## src/rtl/usb_desc_reader_pkg.sv

```systemverilog
// Shared constants and types for the EP0 descriptor streamer.
// Holds descriptor type codes, the descriptor ROM map, packet sizes,
// the streamer state enum and the lookup result payload.
package usb_desc_pkg;

  localparam int unsigned ADDR_W = 8;
  localparam int unsigned OFF_W  = 7;
  localparam int unsigned PKT_W  = 6;
  localparam int unsigned LEN_W  = 16;

  localparam int unsigned MPS_FS = 8;
  localparam int unsigned MPS_HS = 64;

  localparam logic [7:0] DESC_DEVICE = 8'd1;
  localparam logic [7:0] DESC_CONFIG = 8'd2;
  localparam logic [7:0] DESC_STRING = 8'd3;

  localparam logic [ADDR_W-1:0] DEV_BASE  = 8'd0;
  localparam logic [7:0]        DEV_LEN   = 8'd18;
  localparam logic [ADDR_W-1:0] CFG_BASE  = 8'd18;
  localparam logic [7:0]        CFG_LEN   = 8'd67;
  localparam logic [ADDR_W-1:0] STR0_BASE = 8'd85;
  localparam logic [7:0]        STR0_LEN  = 8'd4;
  localparam logic [ADDR_W-1:0] STR1_BASE = 8'd89;
  localparam logic [7:0]        STR1_LEN  = 8'd30;
  localparam logic [ADDR_W-1:0] STR2_BASE = 8'd119;
  localparam logic [7:0]        STR2_LEN  = 8'd30;
  localparam logic [ADDR_W-1:0] STR3_BASE = 8'd149;
  localparam logic [7:0]        STR3_LEN  = 8'd14;

  typedef enum logic [1:0] {
    ST_IDLE     = 2'd0,
    ST_DATA     = 2'd1,
    ST_ZLP      = 2'd2,
    ST_WAIT_ACK = 2'd3
  } state_t;

  // Result of a descriptor lookup: where it lives in ROM and how long it is.
  typedef struct packed {
    logic              valid;
    logic [ADDR_W-1:0] base;
    logic [7:0]        len;
  } desc_loc_t;

endpackage

```

## src/rtl/usb_desc_reader_if.sv

```systemverilog
// Request, ROM and EP0 IN transmit signals of the descriptor streamer.
// master: the streamer (usb_desc_reader); slave: SETUP decoder / ROM / TX path.
interface usb_desc_reader_if;

  logic        hs_i;
  logic        start_i;
  logic [7:0]  desc_type_i;
  logic [7:0]  desc_index_i;
  logic [15:0] req_len_i;
  logic        abort_i;
  logic [7:0]  rom_addr_o;
  logic [7:0]  rom_data_i;
  logic        tx_valid_o;
  logic [7:0]  tx_data_o;
  logic        tx_last_o;
  logic        tx_zlp_o;
  logic        tx_ready_i;
  logic        ack_i;
  logic        retry_i;
  logic        busy_o;
  logic        stall_o;
  logic        done_o;

  modport master (
    input  hs_i, start_i, desc_type_i, desc_index_i, req_len_i, abort_i,
    input  rom_data_i, tx_ready_i, ack_i, retry_i,
    output rom_addr_o, tx_valid_o, tx_data_o, tx_last_o, tx_zlp_o,
    output busy_o, stall_o, done_o
  );

  modport slave (
    output hs_i, start_i, desc_type_i, desc_index_i, req_len_i, abort_i,
    output rom_data_i, tx_ready_i, ack_i, retry_i,
    input  rom_addr_o, tx_valid_o, tx_data_o, tx_last_o, tx_zlp_o,
    input  busy_o, stall_o, done_o
  );

endinterface

```

## src/rtl/usb_desc_reader_lookup.sv

```systemverilog
// Combinational descriptor locator: (type, index) -> {valid, base, len}.
// Ports: desc_type, desc_index in; loc out (valid=0 for unsupported requests).
module usb_desc_lookup
  import usb_desc_pkg::*;
(
  input  logic [7:0] desc_type,
  input  logic [7:0] desc_index,
  output desc_loc_t  loc
);

  always_comb begin
    loc = '0;
    case (desc_type)
      DESC_DEVICE: loc = '{valid: 1'b1, base: DEV_BASE, len: DEV_LEN};
      DESC_CONFIG: begin
        if (desc_index == 8'd0) loc = '{valid: 1'b1, base: CFG_BASE, len: CFG_LEN};
      end
      DESC_STRING: begin
        case (desc_index)
          8'd0:    loc = '{valid: 1'b1, base: STR0_BASE, len: STR0_LEN};
          8'd1:    loc = '{valid: 1'b1, base: STR1_BASE, len: STR1_LEN};
          8'd2:    loc = '{valid: 1'b1, base: STR2_BASE, len: STR2_LEN};
          8'd3:    loc = '{valid: 1'b1, base: STR3_BASE, len: STR3_LEN};
          default: loc = '0;
        endcase
      end
      default: loc = '0;
    endcase
  end

endmodule

```

## src/rtl/usb_desc_reader.sv

```systemverilog
// EP0 GET_DESCRIPTOR data-stage streamer.
// Locates the requested descriptor, reads the ROM byte by byte and emits it
// as MPS-sized IN packets, waiting for ACK/retry between packets.
// Ports: clk_i, rst_i (async, active-high); bus (usb_desc_reader_if.master).
module usb_desc_reader
  import usb_desc_pkg::*;
(
  input  logic                clk_i,
  input  logic                rst_i,
  usb_desc_reader_if.master   bus
);

  state_t              state_q, state_d;
  logic [ADDR_W-1:0]   base_q, base_d;
  logic [OFF_W-1:0]    xfer_len_q, xfer_len_d;
  logic [OFF_W-1:0]    offset_q, offset_d;
  logic [OFF_W-1:0]    pkt_start_q, pkt_start_d;
  logic [PKT_W-1:0]    pkt_cnt_q, pkt_cnt_d;
  logic                hs_q, hs_d;
  logic                zlp_needed_q, zlp_needed_d;
  logic                zlp_sent_q, zlp_sent_d;
  logic [ADDR_W-1:0]   rom_addr_q, rom_addr_d;
  logic                done_q, done_d;
  logic                stall_q, stall_d;

  desc_loc_t           loc;
  logic [LEN_W-1:0]    desc_len16;
  logic [LEN_W-1:0]    xfer_len16;
  logic [OFF_W-1:0]    new_xfer_len;
  logic                new_zlp;
  logic [PKT_W-1:0]    mps_m1;
  logic                tx_valid_c, tx_last_c, tx_zlp_c, beat_c;

  usb_desc_lookup u_lookup (
    .desc_type  (bus.desc_type_i),
    .desc_index (bus.desc_index_i),
    .loc        (loc)
  );

  // Transfer length and ZLP requirement for an incoming request.
  // Every descriptor is at most 67 bytes, so the clamp fits OFF_W bits.
  assign desc_len16   = {8'd0, loc.len};
  assign xfer_len16   = (desc_len16 < bus.req_len_i) ? desc_len16 : bus.req_len_i;
  assign new_xfer_len = OFF_W'(xfer_len16);
  assign new_zlp      = (xfer_len16 < bus.req_len_i) && (new_xfer_len != '0) &&
                        (bus.hs_i ? (new_xfer_len[5:0] == 6'd0) : (new_xfer_len[2:0] == 3'd0));

  // Beat outputs are decoded from registered state only.
  assign mps_m1     = hs_q ? PKT_W'(MPS_HS - 1) : PKT_W'(MPS_FS - 1);
  assign tx_valid_c = (state_q == ST_DATA) || (state_q == ST_ZLP);
  assign tx_zlp_c   = (state_q == ST_ZLP);
  assign tx_last_c  = tx_zlp_c ||
                      ((state_q == ST_DATA) &&
                       ((pkt_cnt_q == mps_m1) || (offset_q == xfer_len_q - OFF_W'(1))));
  assign beat_c     = tx_valid_c && bus.tx_ready_i;

  // State and datapath registers.
  always_ff @(posedge clk_i or posedge rst_i) begin
    if (rst_i) begin
      state_q      <= ST_IDLE;
      base_q       <= '0;
      xfer_len_q   <= '0;
      offset_q     <= '0;
      pkt_start_q  <= '0;
      pkt_cnt_q    <= '0;
      hs_q         <= 1'b0;
      zlp_needed_q <= 1'b0;
      zlp_sent_q   <= 1'b0;
      rom_addr_q   <= '0;
      done_q       <= 1'b0;
      stall_q      <= 1'b0;
    end else begin
      state_q      <= state_d;
      base_q       <= base_d;
      xfer_len_q   <= xfer_len_d;
      offset_q     <= offset_d;
      pkt_start_q  <= pkt_start_d;
      pkt_cnt_q    <= pkt_cnt_d;
      hs_q         <= hs_d;
      zlp_needed_q <= zlp_needed_d;
      zlp_sent_q   <= zlp_sent_d;
      rom_addr_q   <= rom_addr_d;
      done_q       <= done_d;
      stall_q      <= stall_d;
    end
  end

  // Next-state and datapath update.
  always_comb begin
    state_d      = state_q;
    base_d       = base_q;
    xfer_len_d   = xfer_len_q;
    offset_d     = offset_q;
    pkt_start_d  = pkt_start_q;
    pkt_cnt_d    = pkt_cnt_q;
    hs_d         = hs_q;
    zlp_needed_d = zlp_needed_q;
    zlp_sent_d   = zlp_sent_q;
    done_d       = 1'b0;
    stall_d      = 1'b0;

    case (state_q)
      ST_IDLE: begin
        if (bus.start_i && !bus.abort_i) begin
          if (!loc.valid) begin
            stall_d = 1'b1;
          end else if (bus.req_len_i == '0) begin
            done_d = 1'b1;
          end else begin
            state_d      = ST_DATA;
            base_d       = loc.base;
            xfer_len_d   = new_xfer_len;
            hs_d         = bus.hs_i;
            zlp_needed_d = new_zlp;
            zlp_sent_d   = 1'b0;
            offset_d     = '0;
            pkt_start_d  = '0;
            pkt_cnt_d    = '0;
          end
        end
      end
      ST_DATA: begin
        if (beat_c) begin
          offset_d  = offset_q + OFF_W'(1);
          pkt_cnt_d = pkt_cnt_q + PKT_W'(1);
          if (tx_last_c) state_d = ST_WAIT_ACK;
        end
      end
      ST_ZLP: begin
        if (beat_c) begin
          zlp_sent_d = 1'b1;
          state_d    = ST_WAIT_ACK;
        end
      end
      ST_WAIT_ACK: begin
        // The ZLP is always the final packet, so zlp_sent marks it as the lost one.
        if (bus.retry_i) begin
          offset_d  = pkt_start_q;
          pkt_cnt_d = '0;
          state_d   = zlp_sent_q ? ST_ZLP : ST_DATA;
        end else if (bus.ack_i) begin
          pkt_cnt_d = '0;
          if (offset_q < xfer_len_q) begin
            pkt_start_d = offset_q;
            state_d     = ST_DATA;
          end else if (zlp_needed_q && !zlp_sent_q) begin
            state_d = ST_ZLP;
          end else begin
            done_d  = 1'b1;
            state_d = ST_IDLE;
          end
        end
      end
      default: state_d = ST_IDLE;
    endcase

    if (bus.abort_i) begin
      state_d = ST_IDLE;
      done_d  = 1'b0;
      stall_d = 1'b0;
    end

    // Address tracks base + offset so it is ready the cycle a beat is presented.
    rom_addr_d = base_d + {1'b0, offset_d};
  end

  assign bus.rom_addr_o = rom_addr_q;
  assign bus.tx_valid_o = tx_valid_c;
  assign bus.tx_data_o  = bus.rom_data_i;
  assign bus.tx_last_o  = tx_last_c;
  assign bus.tx_zlp_o   = tx_zlp_c;
  assign bus.busy_o     = (state_q != ST_IDLE);
  assign bus.stall_o    = stall_q;
  assign bus.done_o     = done_q;

endmodule

```

## src/flat_wrapper.sv

```systemverilog
// flat-port wrapper written by rule: the top's interface ports become plain ports
module usb_desc_reader_flat import usb_desc_pkg::*;
  (clk_i, rst_i, bus_hs_i, bus_start_i, bus_desc_type_i, bus_desc_index_i, bus_req_len_i, bus_abort_i, bus_rom_data_i, bus_tx_ready_i, bus_ack_i, bus_retry_i, bus_rom_addr_o, bus_tx_valid_o, bus_tx_data_o, bus_tx_last_o, bus_tx_zlp_o, bus_busy_o, bus_stall_o, bus_done_o);
  usb_desc_reader_if bus_i ();
  input  logic clk_i;
  input  logic rst_i;
  input wire logic [$bits(bus_i.hs_i)-1:0] bus_hs_i;
  input wire logic [$bits(bus_i.start_i)-1:0] bus_start_i;
  input wire logic [$bits(bus_i.desc_type_i)-1:0] bus_desc_type_i;
  input wire logic [$bits(bus_i.desc_index_i)-1:0] bus_desc_index_i;
  input wire logic [$bits(bus_i.req_len_i)-1:0] bus_req_len_i;
  input wire logic [$bits(bus_i.abort_i)-1:0] bus_abort_i;
  input wire logic [$bits(bus_i.rom_data_i)-1:0] bus_rom_data_i;
  input wire logic [$bits(bus_i.tx_ready_i)-1:0] bus_tx_ready_i;
  input wire logic [$bits(bus_i.ack_i)-1:0] bus_ack_i;
  input wire logic [$bits(bus_i.retry_i)-1:0] bus_retry_i;
  output wire logic [$bits(bus_i.rom_addr_o)-1:0] bus_rom_addr_o;
  output wire logic [$bits(bus_i.tx_valid_o)-1:0] bus_tx_valid_o;
  output wire logic [$bits(bus_i.tx_data_o)-1:0] bus_tx_data_o;
  output wire logic [$bits(bus_i.tx_last_o)-1:0] bus_tx_last_o;
  output wire logic [$bits(bus_i.tx_zlp_o)-1:0] bus_tx_zlp_o;
  output wire logic [$bits(bus_i.busy_o)-1:0] bus_busy_o;
  output wire logic [$bits(bus_i.stall_o)-1:0] bus_stall_o;
  output wire logic [$bits(bus_i.done_o)-1:0] bus_done_o;
  assign bus_i.hs_i = bus_hs_i;
  assign bus_i.start_i = bus_start_i;
  assign bus_i.desc_type_i = bus_desc_type_i;
  assign bus_i.desc_index_i = bus_desc_index_i;
  assign bus_i.req_len_i = bus_req_len_i;
  assign bus_i.abort_i = bus_abort_i;
  assign bus_i.rom_data_i = bus_rom_data_i;
  assign bus_i.tx_ready_i = bus_tx_ready_i;
  assign bus_i.ack_i = bus_ack_i;
  assign bus_i.retry_i = bus_retry_i;
  assign bus_rom_addr_o = bus_i.rom_addr_o;
  assign bus_tx_valid_o = bus_i.tx_valid_o;
  assign bus_tx_data_o = bus_i.tx_data_o;
  assign bus_tx_last_o = bus_i.tx_last_o;
  assign bus_tx_zlp_o = bus_i.tx_zlp_o;
  assign bus_busy_o = bus_i.busy_o;
  assign bus_stall_o = bus_i.stall_o;
  assign bus_done_o = bus_i.done_o;
  usb_desc_reader u_core (.clk_i(clk_i), .rst_i(rst_i), .bus(bus_i));
endmodule
```

## config.mk

```make
export PLATFORM = sky130hd
export DESIGN_NAME = usb_desc_reader_flat
export DESIGN_NICKNAME = d
export VERILOG_FILES = /design/src/rtl/usb_desc_reader_pkg.sv /design/src/rtl/usb_desc_reader_if.sv /design/src/rtl/usb_desc_reader_lookup.sv /design/src/rtl/usb_desc_reader.sv /design/src/flat_wrapper.sv
export SDC_FILE = /design/constraint.sdc
export NUM_CORES = 1
export LEC_CHECK = 0
export CORE_MARGIN = 2
export CORE_UTILIZATION = 26
export CTS_CLUSTER_DIAMETER = 100
export DETAILED_ROUTE_END_ITERATION = 10
export SLEW_MARGIN = 20
export SYNTH_ARGS = -nofsm -noshare
export SYNTH_HDL_FRONTEND = slang
export SYNTH_HIERARCHICAL = 1
export SYNTH_SLANG_ARGS = --single-unit
```

## constraint.sdc

```tcl
create_clock -name clk_i -period 3.83 [get_ports clk_i]
set_input_delay 0.9575 -clock clk_i [delete_from_list [all_inputs] [get_ports clk_i]]
set_output_delay 0.9575 -clock clk_i [all_outputs]
set_load 0.05 [all_outputs]
```

# Yosys cells after proc, flatten, opt, wreduce, memory -nomap -nowiden
# Cells that the tools add are included.
# op_classes
n_addsub,4
multipliers,0
div_mod_pow,0
magnitude_cmp,3
n_eq_ne,27
shifts,0
n_mux,61
bitwise,1
n_reduce_logical,26
# op_table
cell,n
two-way mux 7 bit,11
case mux 17 bit (4 select lines),1
case mux 17 bit (3 select lines),1
two-way mux 6 bit,7
== test 8 x 2 -> 1 bit (second input constant),4
two-way mux 8 bit,4
two-way mux 2 bit,12
case mux 7 bit (3 select lines),1
case mux 6 bit (3 select lines),1
two-way mux 1 bit,17
two-way mux 17 bit,1
== test 8 x 1 -> 1 bit (second input constant),2
zero test 16 bit,1
< comparator 16 bit,1
< comparator 8 x 16 -> 1 bit,1
two-way mux 16 bit,1
case mux 7 bit (2 select lines),1
AND reduction 7 bit,2
inequality test 3 bit (second input constant),4
inequality test 3 x 2 -> 1 bit (second input constant),3
adder 8 x 7 -> 8 bit,1
zero test 8 bit,1
inequality test 2 x 1 -> 1 bit (second input constant),4
inequality test 2 bit (second input constant),4
other kinds (24),36
# word_totals
ff_bits,50
latchBits,0
mem_bits_rw,0
romBits,0
input_bits,48
output_inout_bits,22
wordCells,134
memories,0

# Depth between registers and ports, before layout
# Gate-level depths: netlist (run 1).
# logic_depth
word_depth,9
depth_mapped,18
depth_no_buf,17

# Hierarchy
# The synthesis (run 1) kept the hierarchy.
# modules_own_cells
mod,instances,cells_per_inst,area_per_inst_um2,seq_area_each_um2
usb_desc_reader,1,364,3583.4,1251.2
usb_desc_lookup,1,43,257.7,0.0

# Worst setup path before layout (run 1)
# OpenSTA, ideal clock, no wires.
# synth_path
kind,input to register
startpoint,input port bus_desc_index_i[4]
endpoint,register u_core.zlp_needed_q
setup_time_ns,0.110
arrival_time_ns,5.319
required_time_ns,3.720
slack_ns,-1.599
stages,17
path_cell_list,or4b_4 nor4_4 nand2_1 nor4_1 buf_4 ha_1 nand2_1 o21ai_0 nor2b_1 a21oi_2 mux2_2 ha_1 a2111oi_0 a2111oi_0 or3_1 o211a_1 o41ai_1
# synth_rtl
item,line_no,source
"start, declared",flat_wrapper.sv:10,input wire logic [$bits(bus_i.desc_index_i)-1:0] bus_desc_index_i;
"end signal, assigned",usb_desc_reader.sv:80,zlp_needed_q <= zlp_needed_d;
"end, declared",usb_desc_reader.sv:20,"logic zlp_needed_q, zlp_needed_d;"

==> results summary, run 1 <==
The count of non-filler cells in the finished layout is ~700. Yosys attributes the largest share of cell area to sky130_fd_sc_hd__dfrtp_1 33%, sky130_fd_sc_hd__ha_1 11%, sky130_fd_sc_hd__mux2_2 5.6%, sky130_fd_sc_hd__inv_1 3.5%, sky130_fd_sc_hd__xnor2_1 3.2%. The count of different cell masters after synthesis is 64.

STA classifies the critical path endpoint as a flip-flop. The final setup violation count is 5. The critical path goes through buf_6 -> or4b_4 -> nor4_4 -> buf_4 -> o21ai_2 -> a311oi_2 -> ha_1 -> a211oi_2 -> o21bai_2 -> a21oi_4 -> buf_6 -> buf_6 -> mux2_4 -> ha_4 -> a21o_1 -> a21o_1 -> a21o_1 -> or3_1 -> o211a_1 -> o41ai_2. Max-cap violations in this run came to 0. The all-layer global routing usage came out at 0.133. The number of hold violations in the final report is 0.

The via density per instance came out at around 4.8. The number of nets in the layout came out at 608. For this run, the register share of the synthesized area comes to 0.326. Of all nets on the critical path, the largest fanout is 4. The wire length of the first global-routing pass came out at ~17000 um. The arrival time of data at the critical path endpoint came out at around 5 ns. In the post-route analysis, the smallest setup slack over all paths is -1.02 ns. By count the netlist is led by 50 x sky130_fd_sc_hd__dfrtp_1, 36 x sky130_fd_sc_hd__inv_1, 35 x sky130_fd_sc_hd__ha_1, 29 x sky130_fd_sc_hd__nand2_1. The root buffer cell is sky130_fd_sc_hd__clkbuf_16. The worst-case IR drop observed on VDD is between 0.0002 and 0.00025 V.

The post-layout total power is ~1.6 mW. The startpoint class of the critical path is an input port. The synthesized netlist occupies a cell area of about 0.0038 mm^2. A synthesized cell averages 9.44 um^2. By instance count, the leading cell after synthesis is sky130_fd_sc_hd__dfrtp_1. The diode insertion count for antenna repair came out at 0. The effective utilization at floorplan is 0.265. The largest stage delay on the critical path came out at between 0.5 and 0.6 ns. Among cell families on the critical path, the largest total delay comes from compound AO/OA/AOI/OAI gates. CTS saw 50 sinks. The H-tree was split into 2 levels. The share of synthesized area in the top cell type comes to 0.326. The core region is 0.0145 mm^2. The final critical-path required period is between 4 and 5 ns.

Setup repair after global routing could not meet its margin everywhere. The detailed-route via count came out at 3427. The die is between 100 and 150 um wide. The type of the tightest min-delay check is flip-flop to flip-flop. The fraction of final layout cells sized beyond drive strength 1 came out at 0.339.

The antenna violation net count after detailed routing is 0. For this design the static power due to leakage is roughly 2.6 nW. The synthesized flop and latch total is 50. The critical path in this run is classified as input port to flip-flop. Counting the buffers created by CTS gives 5. The post-synthesis to final-layout area growth is 46.1%. For this design the ratio of total power to cell area is roughly 280 mW/mm^2.

The initial detailed-routing violation count came out at 127. The total wirelength of the detailed-routed design is about 10000 um. The sum of buffers and inverters on the critical path is 4.

The via count of the first global-routing pass came to around 3600. The worst-case clock skew is 0.00681 ns. 70 I/O pins were placed. The count of port buffers added during placement is 53.

The max-slew violation count is 0. After clock tree synthesis, the clock-pin slew on the worst setup and hold paths is roughly 0.07 ns. The final critical-path share of the clock period is 1.27. The largest total area in the synthesized netlist belongs to sky130_fd_sc_hd__dfrtp_1. The flow ran to the end, but the final reports show violations. The height of the chip came out at 126 um.

The number of antenna violations at the first check in global routing was 0. The per-cell routed wire length is roughly 14 um. Buffers inserted to repair hold after CTS numbered 0. Among all stages on the critical path, the largest delay is contributed by sky130_fd_sc_hd__or4b_4.

TritonCTS built the clock tree. Global routing finished with a remaining overflow of 0. At the pin with the least slew margin, the transition time is between 0.8 and 0.9 ns. The last weighted congestion value of the routability-driven placer is between 0.8 and 0.9. The area enclosed by the die boundary is approximately 0.016 mm^2. In the synthesized netlist the dominant register cell turns out to be sky130_fd_sc_hd__dfrtp_1. The final HPWL from detailed placement came out at 7620 um. Based on the critical path, the design can be clocked at up to between 200 and 250 MHz.

The row count came out at 44. The first detailed-routing pass ran for 4 iterations. The cell count after synthesis is slightly above 400. The share of synthesized registers carrying an async set or reset is 1.00. The number of placed cells counting well taps came out at around 700.

The later-pin clock latency in the skew report came out at 0.30 ns. No sink is reached through more buffers than the 2 on the longest clock path. The number of enable flip-flop cells after synthesis came out at 0. After detailed routing, the number of remaining DRC violations is 0. The final reports fail on negative setup slack. The data required time of the critical path came out at a little over 4 ns. The worst slew margin relative to its limit is 0.454. The maximum number of pins on one net before global-route repair came out at 35. The total of warnings raised by yosys came out at 6.
worst reg2reg max path: cells and delay by family (launching register included):
kind,cells,cell delay (ns)
buffers and inverters,2,0.27
adders and majority gates,2,0.72
and+or+nand+nor,3,0.52
DFF,1,0.41
AOI/OAI and AO/OA,4,0.73
xor gates and xnor gates,2,0.29
final timing paths:
path / startpoint / cells past startpoint / end / slack (ns)
worst max-delay path: bus_desc_index_i[6] / 20 / u_core/zlp_needed_q / -1.02
worst min-delay path: u_core/pkt_start_q[3] / 1 / u_core/pkt_start_q[3] / 0.50
worst max register to register: u_core/state_q[0] / 13 / u_core/bus.rom_addr_o[7] / 0.80
worst min register to register: u_core/pkt_start_q[3] / 1 / u_core/pkt_start_q[3] / 0.50
max in group asynchronous: rst_i / 3 / u_core/state_q[1] / 2.11
min in group asynchronous: rst_i / 2 / u_core/bus.rom_addr_o[6] / 0.94
cells by family after synthesis:
kind of cell | Yosys count | synth area share
XOR/XNOR | 22 | 0.0502
flip-flops | 50 | 0.326
multiplexers | 28 | 0.0805
buffers and inverters | 62 | 0.0811
AO/OA/AOI/OAI | 98 | 0.185
AND/OR/NAND/NOR | 110 | 0.157
adder cells (fa/ha/maj) | 36 | 0.119
other | 1 | 0.000976
timing repair:
action | in CTS | in global routing
pin swaps | 41 | 19
setup endpoints to repair | 14 | 10
resized for setup | 75 | 13
buffers inserted | 19 | 4
through the flow:
| stage | setup TNS, ns | setup slack [ns] | area [um^2] | hold slack [ns] | utilization |
|---|---|---|---|---|---|
| 3_3_place_gp | -10.87 | -1.73 | 4990 | 0.481 | 0.345 |
| 2_1_floorplan | -2.99 | -1.33 | 3910 | 0.455 | - |
| 5_1_grt | -2.78 | -1.19 | 5610 | 0.520 | 0.388 |
| 4_1_cts | -2.50 | -1.08 | 5580 | 0.505 | 0.385 |
| 6_report | -1.86 | -1.02 | 5610 | 0.503 | 0.388 |
| 3_5_place_dp | -11.72 | -1.86 | 4990 | 0.489 | 0.345 |
cell usage in the layout (no fill, tap or decap), types with 8 or more instances in the layout:
master                            netlist  layout
sky130_fd_sc_hd__mux2_2                19      11
sky130_fd_sc_hd__o21ai_0               18      13
sky130_fd_sc_hd__buf_4                 12      67
sky130_fd_sc_hd__buf_6                  0      15
sky130_fd_sc_hd__a21oi_1               21      14
sky130_fd_sc_hd__nor2_1                21      21
sky130_fd_sc_hd__xnor2_1               14      12
sky130_fd_sc_hd__nand4_1               14      14
sky130_fd_sc_hd__inv_1                 36      32
sky130_fd_sc_hd__ha_1                  35      27
sky130_fd_sc_hd__xor2_1                 8       8
sky130_fd_sc_hd__dfrtp_1               50      50
sky130_fd_sc_hd__a21o_1                 9       9
sky130_fd_sc_hd__nand2_1               29      28
sky130_fd_sc_hd__ha_4                   0       8
sky130_fd_sc_hd__mux2_4                 0       9
sky130_fd_sc_hd__nand3_1                8       8
sky130_fd_sc_hd__clkdlybuf4s50_1        0      45
routing by layer:
layer	global-route usage	part of all wire	vias to the layer above
li1	-	-	1679
met1	0.182	0.47	1647
met2	0.212	0.45	86
met3	0.0270	0.052	15
met4	0.0399	0.019	0
met5	0	0	-
state kept, by name (all words and copies together) (netlist names):
name,count
u_core/pkt_cnt_q,6
u_core/zlp_sent_q,1
u_core/state_q,2
u_core/bus.done_o,1
u_core/zlp_needed_q,1
u_core/offset_q,7
u_core/pkt_start_q,7
u_core/base_q,8
u_core/bus.rom_addr_o,8
u_core/bus.stall_o,1
u_core/xfer_len_q,7
u_core/hs_q,1
power breakdown:
part | switching, mW | total, mW | internal (mW)
Sequential | 0.0417 | 0.602 | 0.561
Combinational | 0.234 | 0.445 | 0.211
Clock | 0.208 | 0.517 | 0.310
Total | 0.483 | 1.56 | 1.08
area by class of cell:
cell class | count | area, um^2
fill | 1429 | 8870
multi-input combinational | 296 | 2640
sequential | 50 | 1250
timing repair buffer | 134 | 1180
tap | 184 | 230
inverter | 37 | 139
clock buffer | 5 | 125
clock inverter | 3 | 43.8
No activity file was read; power rests on OpenSTA's default activity.
==> run 2: changes to the inputs <==
SETUP_SLACK_MARGIN = 0.02   (was unset)
==> run 2 against run 1 <==
Net effect:
- the run still ends with negative setup slack left
- final area grew 0.67%
- count of clock-buffer cells in the layout grew 1
- critical path depth grew 7
- routed wire length grew 5.8%
- first-iteration DRC count grew 52%
- largest cell class unchanged
- highest routed layer unchanged
==> results summary, run 2 (synthesized netlist as in run 1, its figures left out) <==
The run finished, with violations left. 0 antenna diodes ended up in the layout. The I/O pin count came out at 70. The area enclosed by the die boundary is 0.0158 mm^2. The count of buffers added on input and output ports is 53. In this run the static leakage power is approximately 2.7 nW.

The max capacitance violation total is 0. In this run, the number of DRC markers left after iteration 0 of detailed routing was just under 200. The worst-case clock skew is roughly 0.0068 ns. The clock transition at the registers of the reported paths came out at 0.07 ns.

The worst IR drop on VDD is 0.000187 V. The count of non-filler cells in the finished layout came out at between 700 and 800. The via density per instance came out at around 4.8. The later-pin clock latency in the skew report is around 0.30 ns. The top cell types in the final layout, fill and taps aside, are 82 x sky130_fd_sc_hd__buf_4, 50 x sky130_fd_sc_hd__dfrtp_1, 37 x sky130_fd_sc_hd__clkdlybuf4s50_1. STA classifies the critical path startpoint as an input port.

The power density over the cells came out at 268 mW/mm^2. The last weighted congestion value of the routability-driven placer is a little under 0.9. The design internal power is about 1.0 mW.

The kind of capture point of the worst setup path is a flip-flop. Of the available clock period, the critical path in the final layout requires 1.28. The final worst slack came out at -1.07 ns. The switching power summed over all nets is 0.482 mW.

The combinational share of power is 0.291. The checks that failed: negative setup slack. The effective utilization at floorplan came out at 0.265. The via count of the first global-routing pass is about 3700. The CTS H-tree depth is 2. The net switching share of the total power came out at 0.319. For this design, the CTS-stage hold fixing added 0 buffers. In this run the cell area measured after placement is 0.00499 mm^2. The worst slew margin relative to its limit is 0.402.

The total congestion overflow after global routing came out at 0. The antenna violation net count after detailed routing came out at 0. In the final routed layout, each cell accounts on average for 14.9 um. The max-slew violation count came to 0. The sequential group share of total power is 0.397. Of the total power, the clock network draws 0.312. The detailed-route via count is about 3500.

The wire length of the first global-routing pass came out at about 18000 um. Adding up every negative setup slack in the final design gives -1.26 ns. The number of antenna violations at the first check in global routing came out at 0.

Entering global routing, the biggest net connects between 50 and 60 pins. Timing would allow up to slightly above 200 MHz. With fillers left out, the area of the finished cells amounts to ~0.0056 mm^2. The final setup violation count is 6. The number of placed cells counting well taps is 683. The path class of the tightest hold or removal check is flip-flop to flip-flop. Across every metal layer, demand over resource in global routing totals 0.141. The number of hold violations in the final report is 0.

The DRC violation count after routing is 0. The peak fanout along the critical path came out at 3. The root buffer cell is sky130_fd_sc_hd__clkbuf_16. The region available for standard cell placement spans approximately 0.014 mm^2.

For the worst setup path, the data required time is roughly 4 ns. The worst slack at placement came out at -1.94 ns. The die boundary width is between 100 and 150 um. For this run, the post-layout net count is 620. The clock passes through at most 2 buffers. The final critical-path required period is 4.90 ns. After legalization and detailed placement, the total HPWL measured between 7000 and 8000 um. Hold timing on the final database bottoms out at a slack of approximately 0.5 ns. Row generation in the floorplan step produced 44 rows. The post-layout total power came out at between 1.5 and 2 mW. The pre-antenna-repair detailed-routing pass consisted of 4 iterations. The arrival time of data at the critical path endpoint is ~5.1 ns. The number of clock buffers added by TritonCTS is 5. Setup repair after global routing could not meet its margin everywhere. The worst setup path category is input port to flip-flop. The number of sinks on the clock net came out at 50.

The total wirelength of the detailed-routed design is roughly 11000 um. The most common cell after layout, fill and taps aside is sky130_fd_sc_hd__buf_4. The fraction of final layout cells sized beyond drive strength 1 is 0.350.

The transition time at the pin with the least slew margin came out at 0.896 ns. Compared with the post-synthesis result, the final layout area differs by 47.1%. The height of the chip came out at approximately 130 um.

The final cell utilization of the core is 0.390. The TritonCTS clock tree is done.
## run 2: power by group through the flow
stage	clock network, mW	logic, mW	registers, mW
2_1_floorplan	0	0.225	0.625
3_3_place_gp	0	0.376	0.609
3_5_place_dp	0	0.384	0.610
4_1_cts	0.487	0.419	0.600
5_1_grt	0.504	0.481	0.607
6_report	0.473	0.440	0.600
## run 2: critical path, stage by stage
cell	delay (ns)
sky130_fd_sc_hd__buf_6	0.09
sky130_fd_sc_hd__or4b_4	0.54
sky130_fd_sc_hd__nor4_4	0.16
sky130_fd_sc_hd__buf_4	0.17
sky130_fd_sc_hd__o21ai_2	0.05
sky130_fd_sc_hd__a311oi_2	0.33
sky130_fd_sc_hd__buf_4	0.16
sky130_fd_sc_hd__buf_4	0.09
sky130_fd_sc_hd__buf_4	0.09
sky130_fd_sc_hd__buf_4	0.09
sky130_fd_sc_hd__buf_4	0.09
sky130_fd_sc_hd__buf_4	0.09
sky130_fd_sc_hd__buf_4	0.09
sky130_fd_sc_hd__buf_6	0.09
sky130_fd_sc_hd__buf_6	0.09
sky130_fd_sc_hd__buf_6	0.08
sky130_fd_sc_hd__buf_4	0.09
sky130_fd_sc_hd__buf_4	0.09
sky130_fd_sc_hd__buf_4	0.09
sky130_fd_sc_hd__buf_4	0.09
sky130_fd_sc_hd__mux2_4	0.15
sky130_fd_sc_hd__ha_4	0.21
sky130_fd_sc_hd__a2111oi_4	0.30
sky130_fd_sc_hd__a2111oi_2	0.09
sky130_fd_sc_hd__or3_1	0.31
sky130_fd_sc_hd__o211a_1	0.22
sky130_fd_sc_hd__o41ai_2	0.18
## run 2: what timing repair did
item,in CTS,in global routing
gates resized for setup,69,16
buffers inserted,28,2
endpoints found under the setup margin,14,13
cloned,0,0
pin swaps,34,19
## run 2: final cells by class
cell class / count / area (um^2)
fillers: 1385 / 8830
well taps: 184 / 230
clock buffers: 6 / 139
inverters: 37 / 140
repair buffers: 146 / 1260
multi-input cells: 296 / 2610
flip-flops and latches: 50 / 1250
clock inverters: 2 / 16.3
## run 2: final timing paths
path / from / endpoint / slack (ns) / depth (start not counted)
setup reg to reg: u_core/state_q[1] / u_core/bus.rom_addr_o[7] / 0.68 / 14
max in group asynchronous: rst_i / u_core/state_q[1] / 2.16 / 2
setup / recovery: bus_desc_index_i[7] / u_core/zlp_needed_q / -1.07 / 27
hold reg to reg: u_core/base_q[6] / u_core/base_q[6] / 0.50 / 1
hold / removal: u_core/base_q[6] / u_core/base_q[6] / 0.50 / 1
min in group asynchronous: rst_i / u_core/bus.rom_addr_o[2] / 1.15 / 2
## run 2: routing by layer
layer  up-vias  part of all wire  track usage
li1       1708                 -            -
met1      1672              0.45        0.178
met2        92              0.48        0.234
met3        23             0.049       0.0334
met4         0             0.024       0.0484
met5         -                 0            0
